## config.mk

```make
export PLATFORM = sky130hd
export DESIGN_NAME = mem_bus_arbiter
export DESIGN_NICKNAME = d
export VERILOG_FILES = /design/src/rtl/mem_bus_arbiter.sv
export SDC_FILE = /design/constraint.sdc
export NUM_CORES = 1
export LEC_CHECK = 0
export ABC_AREA = 1
export ABC_CLOCK_PERIOD_IN_PS = 2600
export BUFFER_PORTS_ARGS = -buffer_cell sky130_fd_sc_hd__clkbuf_2
export CORE_AREA = 2 2 122 124
export CTS_BUF_LIST = sky130_fd_sc_hd__clkbuf_8 sky130_fd_sc_hd__clkbuf_16
export DETAILED_ROUTE_END_ITERATION = 7
export DIE_AREA = 0 0 124 126
export SKIP_LAST_GASP = 1
export SLEW_MARGIN = 40
export SYNTH_ARGS = -nofsm -noshare
export SYNTH_HDL_FRONTEND = slang
export SYNTH_SLANG_ARGS = --single-unit
export TNS_END_PERCENT = 30
```

## constraint.sdc

```tcl
create_clock -name clk -period 2.6 [get_ports clk]
set_clock_uncertainty 0.05 [all_clocks]
set_input_delay 0.26 -clock clk [delete_from_list [all_inputs] [get_ports clk]]
set_output_delay 0.26 -clock clk [all_outputs]
set_load 0.1 [all_outputs]
```

## src/rtl/mem_bus_arbiter.sv

```systemverilog
// Two-master round-robin arbiter in front of the cache memory port.
// It also has a watchdog that ends any transaction the cache never acknowledges.
module mem_bus_arbiter #(
   parameter int TIMEOUT = 16
) (
   input  logic        clk,
   input  logic        reset,
   input  logic        m0_valid,
   input  logic [31:0] m0_addr,
   input  logic [3:0]  m0_wstrb,
   input  logic [31:0] m0_wdata,
   output logic        m0_ready,
   output logic [31:0] m0_rdata,
   input  logic        m1_valid,
   input  logic [31:0] m1_addr,
   input  logic [3:0]  m1_wstrb,
   input  logic [31:0] m1_wdata,
   output logic        m1_ready,
   output logic [31:0] m1_rdata,
   output logic        s_valid,
   output logic [31:0] s_addr,
   output logic [3:0]  s_wstrb,
   output logic [31:0] s_wdata,
   input  logic        s_ready,
   input  logic [31:0] s_rdata,
   output logic [1:0]  grant,
   output logic        timeout_err
);

   localparam int CW = (TIMEOUT > 1) ? $clog2(TIMEOUT) : 1;

   typedef enum logic {IDLE, BUSY} state_t;

   state_t        state, state_nxt;
   logic          last_grant;
   logic [CW-1:0] wait_cnt;
   logic          take;
   logic          pick;
   logic          done_ok;
   logic          done_to;

   assign s_valid = (state == BUSY);

   // Arbitration, completion and watchdog decisions. The pick is the master
   // index, and on a tie it goes to the master that was not granted last.
   always_comb begin
      state_nxt = state;
      take      = 1'b0;
      pick      = 1'b0;
      done_ok   = 1'b0;
      done_to   = 1'b0;
      m0_ready  = 1'b0;
      m1_ready  = 1'b0;
      m0_rdata  = '0;
      m1_rdata  = '0;
      case (state)
         IDLE: begin
            if (m0_valid || m1_valid) begin
               take      = 1'b1;
               pick      = (m0_valid && m1_valid) ? ~last_grant : m1_valid;
               state_nxt = BUSY;
            end
         end
         BUSY: begin
            done_ok = s_ready;
            done_to = !s_ready && (wait_cnt == CW'(TIMEOUT - 1));
            if (done_ok || done_to) begin
               state_nxt = IDLE;
               m0_ready  = grant[0];
               m1_ready  = grant[1];
               if (done_ok) begin
                  m0_rdata = grant[0] ? s_rdata : '0;
                  m1_rdata = grant[1] ? s_rdata : '0;
               end
            end
         end
         default: state_nxt = IDLE;
      endcase
   end

   // State register plus the captured request, owner and watchdog counter.
   // The counter stops on the timeout cycle itself, so it never wraps.
   always_ff @(posedge clk or posedge reset) begin
      if (reset) begin
         state       <= IDLE;
         last_grant  <= 1'b1;
         wait_cnt    <= '0;
         grant       <= 2'b00;
         s_addr      <= '0;
         s_wstrb     <= '0;
         s_wdata     <= '0;
         timeout_err <= 1'b0;
      end else begin
         state <= state_nxt;
         if (take) begin
            grant      <= pick ? 2'b10 : 2'b01;
            last_grant <= pick;
            s_addr     <= pick ? m1_addr  : m0_addr;
            s_wstrb    <= pick ? m1_wstrb : m0_wstrb;
            s_wdata    <= pick ? m1_wdata : m0_wdata;
            wait_cnt   <= '0;
         end else if (state == BUSY) begin
            if (done_ok || done_to) begin
               grant <= 2'b00;
            end
            if (done_to) begin
               timeout_err <= 1'b1;
            end
            if (!s_ready && !done_to) begin
               wait_cnt <= wait_cnt + CW'(1);
            end
         end
      end
   end

endmodule
```

==> qor.yml <==
final_cell_mix: "357 x nand2_1, 310 x clkbuf_2, 108 x inv_1, 73 x dfrtp_1, 58 x nor3_4"
tns_ps: 0
cap_violations: 0
required_ps: 2290
synthesis.area_um2: 4360
fmax_ghz: 0.437
dp_hpwl_um: 11400
via_per_inst: 4.27
drv_slew: 0
die_x_um: 124
vias: 4924
comb_power_share_pct: 65.2
r2r_end: "s_wdata[23]"
pwr_density_cell_nw_per_um2: 1420
cts_buffers: 9
critPathMaxFanout: 23
hp-start: "m0_wdata[11]"
hold_ws_ps: 71.7
die_height_um: 126
worst_pin_slew_ps: 575
core_area_um2: 14300
grtUsageTotal_pct: 19.4
rsz0062_at_grt: "false"
start_kind: "register"
antenna_cells: 0
place_area_um2: 6860
clkTransAtPathRegs_ps: 70
grt_pass1_wl_um: 23700
overflow: 0
wl_per_cell_um: 12.9
critical_path_class: "register to output pin"
avgSynthCellArea_um2: 6.52
ant_nets: 0
root_buffer: "clkbuf_16"
synth_fp_nets: 842
syn_to_final_growth_pct: 66.1
gp_congestion: 0.779
vdd_ir_drop_max_mv: 1.43
grt_pass1_vias: 4712
end_kind: "output pin"
layout_commonest_cell: "nand2_1"
dieArea_um2: 15600
syn_inst: 668
status: "finished, final reports clean"
hold_path.class: "primary input to register"
finalCritPeriodShare_pct: 88.1
cts_sinks: 77
start_util_pct: 30.4
htreeDepth: 3
finalSetupViolCount: 0
numPortBuffers: 310
ff2ff_setup_slack_ps: 860
slew-limit-headroom_pct: 61.9
io_pins: 311
total_power_w: 0.0103
r2r_start: "s_valid"
arrival_ps: 1980
final_cell_area_um2: 7240
min_to: "s_wdata[11]"
p_leak_nw: 4.37
fin_crit_ps: 2290
p_int_w: 0.00376
yosys_warnings: 0
antenna_found_initial: 1
post_cts_resized: 0
row_count: 44
drcViolationCount: 0
finish.net_count: 1139
seq_power_share_pct: 19.6
hold_depth: 3
power.switching_w: 0.00653
yosysSeqAreaShare_pct: 44.2
insertion_delay_ps: 330
ys_types: 23
clk_path_buf_depth: 2
hold_viol_final: 0
tritoncts: "done"
drive_above_1_share_pct: 42.9
drtIter0Drc: 79
routed_wl_um: 14900
grt_max_degree: 76
clkPwrFrac_pct: 15.1
reg2reg_depth: 8
fin_util_pct: 50.6
swShare_pct: 63.5
ys_ff_latch: 77
fill_cells: 1495
drt_pass1_iterations: 4
repair_timing:
action                    CTS  global route
hold buffers                1             0
hold endpoints to repair   13             0
buffers inserted            0             0
worst max-delay path: stages, from the launching register on:
cell	delay, ps
dfrtp_2	420
nand2_2	290
buf_12	300
nor3_4	130
clkbuf_2	480
power by group through the flow:
stage / Combinational, W / Sequential, W / Clock [W]
after global routing: 0.00709 / 0.00209 / 0.00165
after global placement: 0.00674 / 0.00203 / 0
final: 0.00671 / 0.00202 / 0.00156
after CTS: 0.00677 / 0.00203 / 0.00160
after detailed placement: 0.00677 / 0.00203 / 0
after floorplan: 0.00213 / 0.00551 / 0
synth_stat cells:
cell type | count | area share (%)
o21ai_2 | 1 | 0.20
nor2_1 | 3 | 0.26
nor4_1 | 4 | 0.57
o21bai_1 | 1 | 0.17
buf_1 | 4 | 0.34
mux2i_1 | 1 | 0.23
ha_1 | 1 | 0.29
buf_6 | 4 | 1.0
nand2_2 | 1 | 0.14
nor3_1 | 60 | 6.9
clkbuf_1 | 13 | 1.1
xor2_1 | 1 | 0.20
nand2_1 | 359 | 31
nand3_1 | 7 | 0.80
buf_2 | 8 | 0.92
dfrtp_1 | 76 | 44
nor2_4 | 2 | 0.52
inv_1 | 110 | 9.5
inv_2 | 2 | 0.17
buf_4 | 6 | 1.0
nand3b_1 | 1 | 0.17
dfstp_2 | 1 | 0.60
nand4_1 | 2 | 0.29
metrics by stage:
stage                     instances  setup WS, ps
after floorplan                 668          16.9
after global placement         1137           670
after detailed placement       1137           642
after CTS                      1154           287
after global routing           1154           229
final                          1154           310
how the worst max path moves through the flow:
stage             from      endpoint  slack (ps)  cells past startpoint
3_3_place_gp   s_ready   m1_rdata[0]         670                      5
6_report       s_valid   m0_rdata[0]         310                      4
4_1_cts        s_valid   m0_rdata[0]         290                      4
3_5_place_dp   s_valid   m0_rdata[0]         640                      4
2_1_floorplan  s_valid  m1_rdata[20]          20                      3
5_1_grt        s_valid  m0_rdata[15]         230                      4
state kept, by name (all words and copies together), names as in the netlist:
register,flops
last_grant,1
grant,2
s_valid,1
wait_cnt,4
s_addr,32
s_wstrb,4
s_wdata,32
timeout_err,1
logic make-up after synthesis:
family          after synthesis  share of synthesized area [%]
flops                        77                           44.2
simple gates                439                           40.6
fa+ha+maj                     1                          0.287
mux                           1                          0.230
buf+inv                     147                           14.1
xor+xnor                      1                          0.201
compound gates                2                          0.373
routing by layer:
metal	global-route usage (%)	wire, um
met1	21.6	5510
met2	34.7	7630
met3	6.88	1570
met4	5.22	222
met5	0	0
final cells by class:
type	instances	area [um2]	share of cell area, %
flip-flops and latches	77	1930	26.7
well taps	184	230	3.18
clock buffers	9	225	3.11
inverters	112	427	5.90
clock inverters	7	145	2.01
multi-input cells	444	2570	35.5
repair buffers	321	1710	23.7
(Power assumes the default switching activity.)
